<file path="config.mk">
export PLATFORM = sky130hd
export DESIGN_NAME = cntr_cfg_sequencer
export DESIGN_NICKNAME = d
export VERILOG_FILES = /design/src/rtl/cntr_cfg_sequencer.sv
export SDC_FILE = /design/constraint.sdc
export NUM_CORES = 1
export LEC_CHECK = 0
export ABC_AREA = 1
export CAP_MARGIN = 20
export CELL_PAD_IN_SITES_DETAIL_PLACEMENT = 0
export CELL_PAD_IN_SITES_GLOBAL_PLACEMENT = 2
export CORE_AREA = 2 2 87 89
export CTS_BUF_LIST = sky130_fd_sc_hd__clkbuf_4
export DETAILED_ROUTE_END_ITERATION = 10
export DIE_AREA = 0 0 89 91
export HOLD_SLACK_MARGIN = 0.08
export PLACE_DENSITY_LB_ADDON = 0.12
export SYNTH_ARGS = -nofsm -noshare
export SYNTH_HDL_FRONTEND = slang
export SYNTH_SLANG_ARGS = --single-unit
</file>
<file path="constraint.sdc">
create_clock -name clk -period 2.2 [get_ports clk]
set_clock_uncertainty 0.05 [all_clocks]
set_input_delay 0.44 -clock clk [delete_from_list [all_inputs] [get_ports clk]]
set_output_delay 0.44 -clock clk [all_outputs]
set_load 0.02 [all_outputs]
</file>
<file path="src/rtl/cntr_cfg_sequencer.sv">
// Job sequencer for the configurable counter: accepts a job, pulses the counter
// restart, watches the indicator under a cycle timeout and returns a status record.
module cntr_cfg_sequencer #(
    parameter int unsigned WIDTH   = 4,
    parameter int unsigned TIMEOUT = 16
) (
    input  logic             clk,
    input  logic             reset,
    input  logic             cfg_valid,
    output logic             cfg_ready,
    input  logic [WIDTH-1:0] cfg_start,
    input  logic [WIDTH-1:0] cfg_ind,
    input  logic [WIDTH-1:0] cfg_incr,
    input  logic             abort,
    output logic             cntr_rst,
    output logic [WIDTH-1:0] cntr_start,
    output logic [WIDTH-1:0] ind_val,
    output logic [WIDTH-1:0] incr,
    input  logic             ind,
    input  logic [WIDTH-1:0] cntr_out,
    output logic             done_valid,
    input  logic             done_ready,
    output logic             done_hit,
    output logic [7:0]       done_cycles,
    output logic [WIDTH-1:0] done_count
);

    localparam logic [7:0] LP_TIMEOUT = 8'(TIMEOUT);

    typedef enum logic [1:0] {
        S_IDLE,
        S_LOAD,
        S_RUN,
        S_REPORT
    } state_t;

    state_t           r_state;
    state_t           w_state_nxt;

    logic [7:0]       r_cyc;
    logic             r_cfg_ready;
    logic             r_cntr_rst;
    logic [WIDTH-1:0] r_cntr_start;
    logic [WIDTH-1:0] r_ind_val;
    logic [WIDTH-1:0] r_incr;
    logic             r_done_valid;
    logic             r_done_hit;
    logic [7:0]       r_done_cycles;
    logic [WIDTH-1:0] r_done_count;

    logic [7:0]       w_cyc_inc;
    logic             w_accept;
    logic             w_finish;
    logic             w_fin_hit;
    logic [7:0]       w_fin_cycles;

    assign w_cyc_inc = r_cyc + 8'd1;

    always_ff @(posedge clk or negedge reset) begin
        if (!reset) begin
            r_state <= S_IDLE;
        end else begin
            r_state <= w_state_nxt;
        end
    end

    // r_cyc holds completed RUN cycles, so w_cyc_inc is the number of the current one.
    always_comb begin
        w_state_nxt  = r_state;
        w_accept     = 1'b0;
        w_finish     = 1'b0;
        w_fin_hit    = 1'b0;
        w_fin_cycles = r_cyc;
        case (r_state)
            S_IDLE: begin
                if (cfg_valid && r_cfg_ready) begin
                    w_accept    = 1'b1;
                    w_state_nxt = S_LOAD;
                end
            end
            S_LOAD: begin
                if (abort) begin
                    w_finish     = 1'b1;
                    w_fin_cycles = r_cyc;
                    w_state_nxt  = S_REPORT;
                end else begin
                    w_state_nxt = S_RUN;
                end
            end
            S_RUN: begin
                if (ind) begin
                    w_finish     = 1'b1;
                    w_fin_hit    = 1'b1;
                    w_fin_cycles = w_cyc_inc;
                    w_state_nxt  = S_REPORT;
                end else if (abort) begin
                    w_finish     = 1'b1;
                    w_fin_cycles = w_cyc_inc;
                    w_state_nxt  = S_REPORT;
                end else if (w_cyc_inc == LP_TIMEOUT) begin
                    w_finish     = 1'b1;
                    w_fin_cycles = LP_TIMEOUT;
                    w_state_nxt  = S_REPORT;
                end
            end
            S_REPORT: begin
                if (r_done_valid && done_ready) begin
                    w_state_nxt = S_IDLE;
                end
            end
            default: begin
                w_state_nxt = S_IDLE;
            end
        endcase
    end

    always_ff @(posedge clk or negedge reset) begin
        if (!reset) begin
            r_cyc         <= '0;
            r_cfg_ready   <= 1'b0;
            r_cntr_rst    <= 1'b0;
            r_cntr_start  <= '0;
            r_ind_val     <= '0;
            r_incr        <= '0;
            r_done_valid  <= 1'b0;
            r_done_hit    <= 1'b0;
            r_done_cycles <= '0;
            r_done_count  <= '0;
        end else begin
            r_cfg_ready  <= (w_state_nxt == S_IDLE);
            r_cntr_rst   <= (w_state_nxt == S_LOAD);
            r_done_valid <= (w_state_nxt == S_REPORT);
            if (w_accept) begin
                r_cntr_start <= cfg_start;
                r_ind_val    <= cfg_ind;
                r_incr       <= cfg_incr;
                r_cyc        <= '0;
            end else if (r_state == S_RUN) begin
                r_cyc <= w_cyc_inc;
            end
            if (w_finish) begin
                r_done_hit    <= w_fin_hit;
                r_done_cycles <= w_fin_cycles;
                r_done_count  <= cntr_out;
            end
        end
    end

    assign cfg_ready   = r_cfg_ready;
    assign cntr_rst    = r_cntr_rst;
    assign cntr_start  = r_cntr_start;
    assign ind_val     = r_ind_val;
    assign incr        = r_incr;
    assign done_valid  = r_done_valid;
    assign done_hit    = r_done_hit;
    assign done_cycles = r_done_cycles;
    assign done_count  = r_done_count;

endmodule

</file>
==> summary.txt, run 1 <==
Outcome
  – Status: finished, final reports clean

Drt
  – Post-route ant nets: 0
  – Total length of routed wires: 5080 um
  – Vias: 1737
  – Initial DRC count: roughly 80
  – # DRC: 0
  – Initial DRT Pass Iterations: 4
  – Drt wl/cell: between 10 and 15 um
  – Via density: between 4 and 5

Timing
  – Clock period minus worst slack: 1.96 ns
  – Final Slew Violations: 0
  – Fmax: ~500 MHz
  – Final setup TNS: 0 ns
  – Least-Margin Pin Slew: 0.326 ns
  – Period Utilization, post-route: 89.0%
  – Hold Violations, Final: 0
  – Hold Slack: between 0.4 and 0.5 ns
  – Final setup violating endpoints: 0
  – Unrepaired setup endpoints after global routing: no
  – Max-slew headroom: between 70% and 80%

Power
  – Maximum vdd ir drop: 0.521 mV
  – PD cells: 1410 mW/mm^2
  – Design Power: just under 0.004 W
  – P_leak: 1.34 nW

Global route
  – Total gr overflow: 0
  – Largest net degree at the start of global routing: 39
  – Vias in the first global route: 1790
  – Total track usage: about 14%
  – Global-route wire length before repair: 8540 um
  – Initial antenna violation count: 0

Yosys
  – Post-Syn Instances: about 260
  – Post-synthesis register bit count: 38
  – Compound-Gate Fraction of Synth Area: between 7 and 8%
  – Syn_area_per_cell: ~8 um^2
  – Mux share of post-synthesis cell area: less than 1%
  – Post-synthesis simple-gate area fraction: around a third
  – Synth top cells by count: nand2_1 (115), dfrtp_1 (38), inv_1 (22)
  – Post-synthesis adder-cell area fraction: ~3.7%
  – Main combinational cell family by area after synthesis: simple AND/OR/NAND/NOR gates
  – Synth Warn #: 0
  – Distinct cells, synth: 26
  – Async S/R FF share, synth: 100%
  – Cell with the most instances after synthesis: nand2_1
  – Post-Syn Nets: about 290
  – Yosys top cell area share: 47.2%
  – Seq/Total Area, Yosys: about 47%
  – Post-synth EDFFs: 0
  – Ys flop type: dfrtp_1
  – Post-Synth XOR/XNOR Area: less than 1%
  – Mapped Area: approximately 0.002 mm^2
  – Area leader, netlist: dfrtp_1
  – Top post-synthesis cells by area: dfrtp_1 (47%), nand2_1 (21%), inv_1 (4.1%)

Clocking
  – Root Buffer: clkbuf_4
  – # clock sinks: 38
  – CTS H-tree lvls: 2
  – CTS buffer count: 5
  – Post-cts resize count: 0
  – Setup Fix Bufs, Post-CTS: 0
  – Clk slew on worst S/H paths: 0.12 ns
  – Clock buffer depth: 2
  – Worst-Skew Late Latency: roughly 0.35 ns
  – CTS tree: yes

Placed design
  – Dpl cells: a little over 400
  – GPL Wtd Cong: approximately 0.81
  – Detailed placer's ending HPWL: ~3700 um
  – I/O Buffers: just under 50

Job
  – Max-Cap Viols: 0

Final layout
  – Fin util: about two fifths
  – Nets: 343
  – Fin cells: 414
  – Area grow syn2layout: 34.9%
  – Ant diodes: 0
  – Share of cells above drive strength 1: a little under an eighth

Critical path
  – Worst setup SP type: flop
  – Worst setup EP type: flop
  – Required time of the critical path: 2.44 ns
  – Crit path kind: flop to flop
  – Critical path fanouts, max: 11
  – Arrival time at the worst endpoint: approximately 2.2 ns

Die
  – # IOs: 50
  – Die height: approximately 91 um
  – Core area: 0.00714 mm^2
  – Die Wd: around 89 um
  – Die area: between 0.008 and 0.009 mm^2
  – Core Rows: 31
  – Initial Util: around 28%

Worst hold path
  – Hold Path Class: flop to flop
==> cells by family after synthesis <==
logic type                 count (synthesis)
and+or+nand+nor                          156
DFF                                       38
buffers and inverters                     30
AOI/OAI and AO/OA                         24
adders and majority gates                  6
xor gates and xnor gates                   2
muxes                                      1
==> critical path, stage by stage, from the launching register on <==
cell      delay (ns)
dfrtp_1         0.46
ha_1            0.23
nand3_2         0.10
xor2_1          0.17
nor2_1          0.16
nand3_2         0.12
nand2_2         0.10
nand2_4         0.07
a21boi_2        0.11
buf_4           0.18
nand2_1         0.07
nand2_1         0.06
==> power by group <==
part | switching [W] | internal [W] | leakage, nW | total [W]
Clock | 0.000240 | 0.000230 | 0.0387 | 0.000470
Sequential | 0.000242 | 0.00102 | 0.484 | 0.00126
Combinational | 0.00121 | 0.000901 | 0.820 | 0.00211
==> final timing paths <==
path,from,slack (ns),endpoint,cells past startpoint
setup / recovery,r_cyc[0],0.24,done_cycles[3],11
hold / removal,incr[3],0.44,incr[3],2
setup reg to reg,r_cyc[0],0.24,done_cycles[3],11
hold reg to reg,incr[3],0.44,incr[3],2
max in group asynchronous,reset,1.35,done_valid,3
min in group asynchronous,reset,0.53,r_cyc[4],3
==> state kept, by name, summed over array words and instances (netlist names) <==
signal and count:
done_cycles 8, r_cyc 8, cntr_start 4, done_count 4, incr 4, ind_val 4, r_state 2, cfg_ready 1
cntr_rst 1, done_hit 1, done_valid 1
==> cell type report <==
cell class	instances	area [um^2]
Inverter	23	86.3
Multi-Input combinational cell	189	920
Clock buffer	5	37.5
Clock inverter	2	33.8
Tap cell	99	124
Sequential cell	38	951
Timing Repair Buffer	58	568
Fill cell	781	4420
==> cells in the final DEF (no fill, tap or decap), drive strengths merged <==
cell type,instances
xnor2,1
inv,22
dlygate4sd3,1
clkbuf,5
xor2,1
o311ai,1
o211ai,2
nand4,1
a21boi,2
clkinv,2
o21bai,1
mux2,1
ha,6
nand3,13
dfrtp,38
nor2,14
nand2,128
a21oi,6
clkdlybuf4s50,48
o21ai,12
bufinv,1
buf,9
==> through the flow <==
step / setup slack, ns / cell area [um^2]
after floorplan: 0.408 / 2020
after global placement: 0.143 / 2640
after detailed placement: 0.196 / 2640
after CTS: 0.216 / 2720
after global routing: 0.0174 / 2720
final: 0.241 / 2720
==> repair_timing <==
item                       CTS  global route
hold endpoints to repair    38             0
hold buffers                 1             0
setup endpoints to repair    0             0
==> per-layer routing <==
metal / GRT usage [%] / routed length (um) / vias up
li1: - / - / 909
met3: 3.82 / 251 / 7
met4: 3.36 / 59 / 0
met1: 17.9 / 2350 / 778
met5: 0 / 0 / -
met2: 22.1 / 2410 / 43
Power figures use the tool's default switching activity.
==> run 2, diff against run 1 <==
CORE_AREA = 8 8 93 95   (was 2 2 87 89)
DIE_AREA = 0 0 101 103   (was 0 0 89 91)
==> summary.txt, run 2 (same netlist as run 1, synthesis figures left out) <==
Clocking
  – CTS buffer count: 5 (unchanged)
  – Root Buffer: clkbuf_4
  – Setup Fix Bufs, Post-CTS: 0 (unchanged)
  – Post-cts resize count: 0 (unchanged)
  – Worst-Skew Late Latency: 0.33 ns (-0.02 ns)
  – CTS tree: yes
  – CTS H-tree lvls: 2 (unchanged)
  – Post-CTS Hold Fix Bufs: 0 (-1)
  – Clk slew on worst S/H paths: 0.12 ns (about the same)
  – Clock buffer depth: 2 (unchanged)
  – # clock sinks: 38 (unchanged)

Timing
  – Final setup TNS: 0 ns (unchanged)
  – Hold Violations, Final: 0 (unchanged)
  – Final Slew Violations: 0 (unchanged)
  – Final setup violating endpoints: 0 (unchanged)
  – Clock period minus worst slack: 1.93 ns (-0.0280 ns)
  – Unrepaired setup endpoints after global routing: no
  – Fmax: 518 MHz (+1.4%)
  – Period Utilization, post-route: 87.8% (-1.3 points)
  – Least-Margin Pin Slew: 0.513 ns (+0.187 ns)
  – Max-slew headroom: 65.8% (-12 points)

Critical path
  – Crit path kind: flop to flop
  – Reg-to-Reg Start: r_cyc[0]
  – Critical path origin: r_cyc[0]
  – Arrival time at the worst endpoint: 2.16 ns (-0.04 ns)
  – Worst setup EP type: flop
  – Critical path fanouts, max: 11 (unchanged)
  – Required time of the critical path: 2.43 ns (about the same)
  – Worst setup SP type: flop

Global route
  – Total gr overflow: 0 (unchanged)
  – Global-route wire length before repair: 9340 um (+9.4%)
  – Total track usage: 11.5% (-2.2 points)
  – Largest net degree at the start of global routing: 39 (unchanged)
  – Initial antenna violation count: 0 (unchanged)
  – Vias in the first global route: 1961 (+9.6%)

Power
  – PD cells: 1390 mW/mm^2 (-1.4%)
  – Sequential power share: 33.9% (+1.1 points)
  – Int Power: 0.00203 W (-5.7%)
  – P_leak: 1.32 nW (-1.3%)
  – Sw frac: 45.6% (+1.6 points)
  – NetSw: 0.00170 W (+0.42%)
  – Maximum vdd ir drop: 0.589 mV (+13%)
  – Combinational share of power: 56.9% (+1.9 points)
  – Clock power share: 9.2% (-3.0 points)

Drt
  – Via density: 4.26 (+1.6%)
  – Total length of routed wires: 5510 um (+8.6%)
  – Drt wl/cell: 13.3 um (+8.9%)
  – Post-route ant nets: 0 (unchanged)
  – Initial DRC count: 68 (-17%)
  – Vias: 1760 (+1.3%)
  – Initial DRT Pass Iterations: 4 (unchanged)
  – # DRC: 0 (unchanged)

Final layout
  – Commonest cells after routing, fill and taps aside: nand2_1 (115), clkdlybuf4s50_1 (48), dfrtp_1 (38), inv_1 (22), nor2_1 (12)
  – Share of cells above drive strength 1: 11.8% (+0.037 points)
  – Fillers: 784 (+0.38%)
  – Fin cells: 413 (-0.24%)
  – Multi-input gate area: 920 um^2 (unchanged)
  – Nets: 343 (unchanged)
  – Ant diodes: 0 (unchanged)
  – Most common cell after layout, fill and taps aside: nand2_1
  – Area grow syn2layout: 32.7%
  – Reg area: 951 um^2 (unchanged)

Placed design
  – I/O Buffers: 49 (unchanged)
  – Detailed placer's ending HPWL: 4050 um (+11%)
  – GPL Wtd Cong: 0.810 (+0.22%)
  – Dpl cells: 407 (+0.25%)

Die
  – Die height: 103 um (+13%)
  – Die Wd: 101 um (+13%)
  – Core area: 0.00714 mm^2 (unchanged)
  – Initial Util: 28.2% (unchanged)
  – # IOs: 50 (unchanged)
  – Die area: 0.0104 mm^2 (+28%)
  – Core Rows: 31 (unchanged)

Outcome
  – Status: finished, final reports clean

Job
  – Max-Cap Viols: 0 (unchanged)

Worst hold path
  – Hold Path Class: input port to async pin
run 2: layout make-up:
cell class	count	share of cell area [%]
Timing Repair Buffer	58	20.7
Tap cell	99	4.63
Clock inverter	1	0.140
Sequential cell	38	35.5
Clock buffer	5	1.40
Inverter	23	3.23
Multi-Input combinational cell	189	34.4
run 2: layer usage:
metal	wire, um	track usage [%]	up-vias
met1	2680	14.3	812
li1	-	-	906
met5	0	0	-
met3	295	3.24	2
met2	2500	19.1	40
met4	34	3.09	0
run 2: power by group through the flow:
stage	Combinational, W	Sequential [W]	Clock (W)
2_1_floorplan	0.00108	0.00152	0
6_report	0.00212	0.00126	0.000342
3_3_place_gp	0.00218	0.00128	0
5_1_grt	0.00241	0.00131	0.000387
4_1_cts	0.00218	0.00127	0.000363
3_5_place_dp	0.00217	0.00127	0
run 2: path summary, 6_finish.rpt:
check / to / depth (start not counted) / slack, ns
setup / recovery: done_cycles[4] / 13 / 0.27
max in group asynchronous: r_cyc[1] / 2 / 1.65
hold reg to reg: cntr_start[2] / 2 / 0.44
setup reg to reg: done_cycles[4] / 13 / 0.27
hold / removal: r_cyc[5] / 2 / 0.09
min in group clk: cntr_start[2] / 2 / 0.44
run 2: critical path, cell delays in order, from the launching register on:
cell and delay (ns):
dfrtp_1 0.45, ha_1 0.26, nand2_1 0.07, inv_1 0.06, nand3_1 0.09, nand2_2 0.08, nor2_2 0.12, nand3_2 0.10
nand2_2 0.10, nand2_4 0.07, a21boi_2 0.12, buf_4 0.18, nand2_1 0.07, nand2_1 0.05
run 2: stage by stage:
stage               power (W)  utilization [%]  hold WS, ns  worst slack [ns]  cell area, um^2
floorplan             0.00259                -       0.0944             0.408             2020
global placement      0.00346             36.9        0.412             0.273             2630
detailed placement    0.00344             36.9        0.418             0.267             2630
CTS                   0.00381             37.5       0.0961             0.242             2680
global route          0.00411             37.5        0.117            0.0602             2680
finish                0.00373             37.5       0.0948             0.269             2680
==> run 3, diff against run 2 <==
CTS_CLUSTER_SIZE = 16   (was default)
clock period = 2.06 ns   (was 2.2 ns; I/O delays follow)
==> summary.txt, run 3 (same netlist as run 1, synthesis figures left out) <==
Outcome
  – Status: finished, final reports clean

Placed design
  – I/O Buffers: 49 (unchanged)
  – Placed cell area: 0.00266 mm^2 (+1.1%)
  – GPL Wtd Cong: 0.802 (-1.0%)
  – Dpl ws: 0.145 ns (-0.122 ns)
  – Dpl cells: 411 (+0.98%)
  – Detailed placer's ending HPWL: 4100 um (+1.3%)

Die
  – Core Rows: 31 (unchanged)
  – Die height: 103 um (unchanged)
  – # IOs: 50 (unchanged)
  – Die area: 0.0104 mm^2 (unchanged)
  – Initial Util: 28.2% (unchanged)
  – Core area: 0.00714 mm^2 (unchanged)
  – Die Wd: 101 um (unchanged)

Global route
  – Global-route wire length before repair: 9330 um (-0.15%)
  – Total gr overflow: 0 (unchanged)
  – Largest net degree at the start of global routing: 39 (unchanged)
  – Total track usage: 11.5% (-0.032 points)
  – Vias in the first global route: 1922 (-2.0%)
  – Initial antenna violation count: 0 (unchanged)

Worst hold path
  – Hold Path Class: flop to flop
  – Hold Crit Start: cntr_start[3]

Timing
  – Final Slew Violations: 0 (unchanged)
  – Period Utilization, post-route: 92.3% (+4.6 points)
  – Final setup violating endpoints: 0 (unchanged)
  – Final WS setup: 0.158 ns (-0.111 ns)
  – Fmax: 526 MHz (+1.5%)
  – Hold Slack: 0.441 ns (+0.346 ns)
  – Hold Violations, Final: 0 (unchanged)
  – Max-slew headroom: 66.4% (+0.64 points)
  – Least-Margin Pin Slew: 0.503 ns (-0.00962 ns)
  – Clock period minus worst slack: 1.90 ns (-0.0288 ns)

Critical path
  – Required time of the critical path: 2.27 ns (-0.16 ns)
  – Worst setup SP type: flop
  – Worst setup EP type: flop
  – Critical path origin: r_cyc[1]
  – Critical path fanouts, max: 15 (+4)
  – Arrival time at the worst endpoint: 2.11 ns (-0.05 ns)
  – Reg-to-Reg Start: r_cyc[1]
  – Crit path kind: flop to flop

Clocking
  – Setup Fix Bufs, Post-CTS: 0 (unchanged)
  – Clock buffer depth: 2 (unchanged)
  – CTS buffer count: 5 (unchanged)
  – CTS tree: yes
  – Clk slew on worst S/H paths: 0.12 ns (about the same)
  – CTS H-tree lvls: 2 (unchanged)
  – # clock sinks: 38 (unchanged)
  – Worst-Skew Late Latency: 0.34 ns (about the same)
  – Root Buffer: clkbuf_4

Drt
  – Top sig layer: met4
  – Total length of routed wires: 5510 um (unchanged)
  – Wl on met1: 2620 um (-2.1%)
  – Vias: 1758 (-0.11%)
  – Initial DRC count: 86 (+26%)
  – Via density: 4.19 (-1.8%)
  – # DRC: 0 (unchanged)
  – Initial DRT Pass Iterations: 4 (unchanged)
  – Drt wl/cell: 13.1 um (-1.7%)
  – Routed wl met2: 2440 um (-2.5%)
  – Post-route ant nets: 0 (unchanged)
  – Met3 wire length: 379 um (+28%)

Power
  – Clock power share: 12.6% (+3.4 points)
  – PD cells: 1530 mW/mm^2 (+9.7%)
  – Sw frac: 43.8% (-1.9 points)
  – Sequential power share: 32.0% (-1.9 points)
  – Maximum vdd ir drop: 0.542 mV (-7.9%)
  – Int Power: 0.00238 W (+17%)
  – Combinational share of power: 55.4% (-1.5 points)
  – P_leak: 1.37 nW (+3.3%)
  – NetSw: 0.00185 W (+9.0%)

Final layout
  – Most common cell after layout, fill and taps aside: nand2_1
  – Nets: 348 (+1.5%)
  – Fin util: 38.8% (+1.3 points)
  – Fin cells: 420 (+1.7%)
  – Design area: 0.00277 mm^2 (+3.6%)
  – Ant diodes: 0 (unchanged)
  – Area grow syn2layout: 37.5%
  – Share of cells above drive strength 1: 15.0% (+3.2 points)
  – Commonest cells after routing, fill and taps aside: nand2_1 (115), clkdlybuf4s50_1 (48), dfrtp_1 (37), inv_1 (22), buf_4 (13)

Job
  – Max-Cap Viols: 0 (unchanged)
run 3: worst paths after layout:
path / cells past startpoint / slack, ns / endpoint
min in group asynchronous: 3 / 0.59 / r_cyc[5]
setup / recovery: 11 / 0.16 / done_hit
setup reg to reg: 11 / 0.16 / done_hit
hold reg to reg: 2 / 0.44 / cntr_start[3]
max in group asynchronous: 3 / 1.01 / r_cyc[2]
hold / removal: 2 / 0.44 / cntr_start[3]
run 3: worst max-delay path: stages (launching register included):
cell,delay [ns]
dfrtp_1,0.43
buf_4,0.15
nand3_2,0.14
o21ai_2,0.16
nand2_2,0.11
nor2_2,0.11
nand3_2,0.10
nand2_2,0.10
nand2_4,0.07
nand2_2,0.08
nand2_4,0.12
o21ai_0,0.21
run 3: layout make-up:
cell class	instances	area, um^2
multi-input combinational	189	933
tap	99	124
fill	788	4370
timing repair buffer	63	593
inverter	23	86.3
clock inverter	1	30.0
clock buffer	7	52.6
sequential	38	952
run 3: stage by stage:
stage / power, W / TNS, ns
after floorplan: 0.00277 / 0
after global placement: 0.00374 / 0
after detailed placement: 0.00373 / 0
after CTS: 0.00430 / 0
after global routing: 0.00464 / -0.00682
final: 0.00423 / 0
run 3: what timing repair did:
action,CTS,global route
endpoints found under the hold margin,38,0
setup endpoints to repair,0,13
resized for setup,0,5
hold buffers,1,0
run 3: power groups by stage:
stage	registers, W	clock network (W)	logic (W)
after detailed placement	0.00136	0	0.00237
after global routing	0.00140	0.000593	0.00264
after CTS	0.00135	0.000567	0.00238
after floorplan	0.00162	0	0.00115
final	0.00135	0.000534	0.00235
after global placement	0.00136	0	0.00238
run 3: routing by layer:
layer / up-vias / GRT usage (%)
met4: 0 / 3.67
met3: 9 / 3.85
li1: 917 / -
met2: 47 / 17.8
met5: - / 0
met1: 785 / 14.7
==> edit (config.mk and constraints of run 1) <==
Make the reset (`reset`) synchronous in 2 clocked blocks.
--- a/src/rtl/cntr_cfg_sequencer.sv
+++ b/src/rtl/cntr_cfg_sequencer.sv
@@ -58,3 +58,3 @@
 
-    always_ff @(posedge clk or negedge reset) begin
+    always_ff @(posedge clk) begin
         if (!reset) begin
@@ -116,3 +116,3 @@
 
-    always_ff @(posedge clk or negedge reset) begin
+    always_ff @(posedge clk) begin
         if (!reset) begin
Behaviour: differs if reset is asserted again (counterexample within 4 cycles, from zero or initial values and one cycle with reset low); with reset held inactive, the same outputs for 10 cycles.
==> edit against run 1 <==
Critical path type unchanged; design area fell by 2.5%; critical endpoint is now done_cycles[3]; setup slack got worse by 39 ps; sequential cell count is the same; wire length increased by 2.2%; area after synthesis decreased by 5.4%.
Power is not compared: it rests on default switching activity, and its combinational part moved more than twofold at a synthesized area within 25%.
==> edit: results (changes against run 1) <==
* Status: finished clean (unchanged)
* Wl on met1 at 2290 um (was 2350 um)
* Share of layout cells above drive strength 1 at 10.5% (was 11.7%)
* Net count reported at finish at 362 (was 343)
* H-tree depth at 2 (unchanged)
* Detailed Route Iter0 Violations at 62 (was 82)
* Gr usage total at 13.8% (was 13.7%)
* Sw Pwr at 0.772 mW
* Worst EP arrival at 2200 ps (about the same)
* Syn_nets at 305 (was 285)
* Crit path max-delay family: simple AND/OR/NAND/NOR gates (unchanged)
* # diodes at 0 (unchanged)
* Routability cong. at 0.778 (was 0.808)
* CTS clk-pin slew, worst paths at 130 ps
* Max incr delay on CP at 370 ps (was 460 ps)
* Routed wl met2 at 2600 um (was 2410 um)
* Slowest CP cell: dfxtp_1 (was dfrtp_1)
* Async set-reset flop share out of synthesis at 0% (was 100%)
* Distinct cells, synth at 28 (was 26)
* Antenna violations before repair at 0 (unchanged)
* CP max FO at 19 (was 11)
* Worst slew pin tran at 491 ps (was 326 ps)
* Clock tree buffer depth at 2 (unchanged)
* Top cells by area, synth: dfxtp_1, nand2_1, nor2_1 (was dfrtp_1, nand2_1, inv_1)
* Hold Path Class: reg2reg (unchanged)
* DRT Pass-1 Iters at 4 (unchanged)
* HPWL after DPL at 3850 um (was 3660 um)
* CTS buffer count at 5 (unchanged)
* Clock Tree Root: clkbuf_4 (unchanged)
* Seq/Total Area, Yosys at 39.9% (was 47.2%)
* Top sig layer: met4 (unchanged)
* Met3 wire len at 234 um (was 251 um)
* VDD IR max at 390 uV
* Synth Warn # at 0 (unchanged)
* Synth top cells by count: nand2_1, dfxtp_1, nor2_1 (was nand2_1, dfrtp_1, inv_1)
* # Post-CTS Setup Buffers at 0 (unchanged)
* Pleak at 1.14 nW
* Largest net degree at the start of global routing at 20 (was 39)
* Number of global-route vias before repair at 1921 (was 1790)
* Clk_lat worst skew at 350 ps (about the same)
* First-pass GRT wire length at 8780 um (was 8540 um)
* Vias per cell at 4.37 (was 4.20)
* WL/cell at 12.0 um (was 12.3 um)
* Port Buf Inserts at 49 (unchanged)
* Resized cells post-CTS at 0 (unchanged)
## edit: cell count changes after synthesis, sizes merged, moves of 5 or more
cell and change:
nand2 -40, dfrtp -38, dfxtp +38, nor2 +22, a21oi +17, nand3 +14
inv +6, buf +5
## edit: final cells by class
class,instances,area (um^2)
clock inverter,1,30.0
multi-input combinational,200,992
clock buffer,7,52.6
inverter,28,105
tap,99,124
sequential,38,762
timing repair buffer,60,586
fill,810,4490
## edit: worst paths after layout
check | cells past startpoint | slack [ps] | end | from
min | 2 | 420 | incr[3] | incr[3]
min reg2reg | 2 | 420 | incr[3] | incr[3]
max reg2reg | 13 | 200 | done_cycles[3] | r_cyc[1]
max | 13 | 200 | done_cycles[3] | r_cyc[1]
## edit: cells by family (layout without fill, tap and decap cells)
family | count (synthesis) | count (layout) | synth area share, %
simple gates | 156 | 156 | 35.8
flops | 38 | 38 | 39.9
buf+inv | 38 | 96 | 8.60
compound gates | 35 | 35 | 10.2
fa+ha+maj | 7 | 7 | 4.59
xor+xnor | 2 | 2 | 0.919
## edit: per-layer routing
metal,vias up,GRT usage [%]
li1,985,-
met1,864,17.0
met5,-,0
met2,38,22.7
met4,0,3.86
met3,6,4.73
## edit: per-stage QoR
step	std cells	hold WS [ps]	utilization, %	setup WS (ps)	cell area (um^2)
2_1_floorplan	276	438	-	315	1910
4_1_cts	433	424	37.0	137	2640
6_report	433	419	37.1	202	2650
5_1_grt	433	434	37.1	6.12	2650
3_5_place_dp	425	405	35.8	156	2560
3_3_place_gp	425	400	35.8	188	2560
## edit: tightest hold or removal path: stages (launching register included)
cell,delay [ps]
dfxtp_1,330
nand2_1,60
a21oi_1,50
## edit: power groups by stage
stage | clock network [mW] | logic, mW | registers, mW
2_1_floorplan | 0 | 0.394 | 0.936
3_3_place_gp | 0 | 0.815 | 0.848
3_5_place_dp | 0 | 0.811 | 0.845
4_1_cts | 0.537 | 0.817 | 0.831
5_1_grt | 0.567 | 0.913 | 0.840
6_report | 0.514 | 0.809 | 0.830
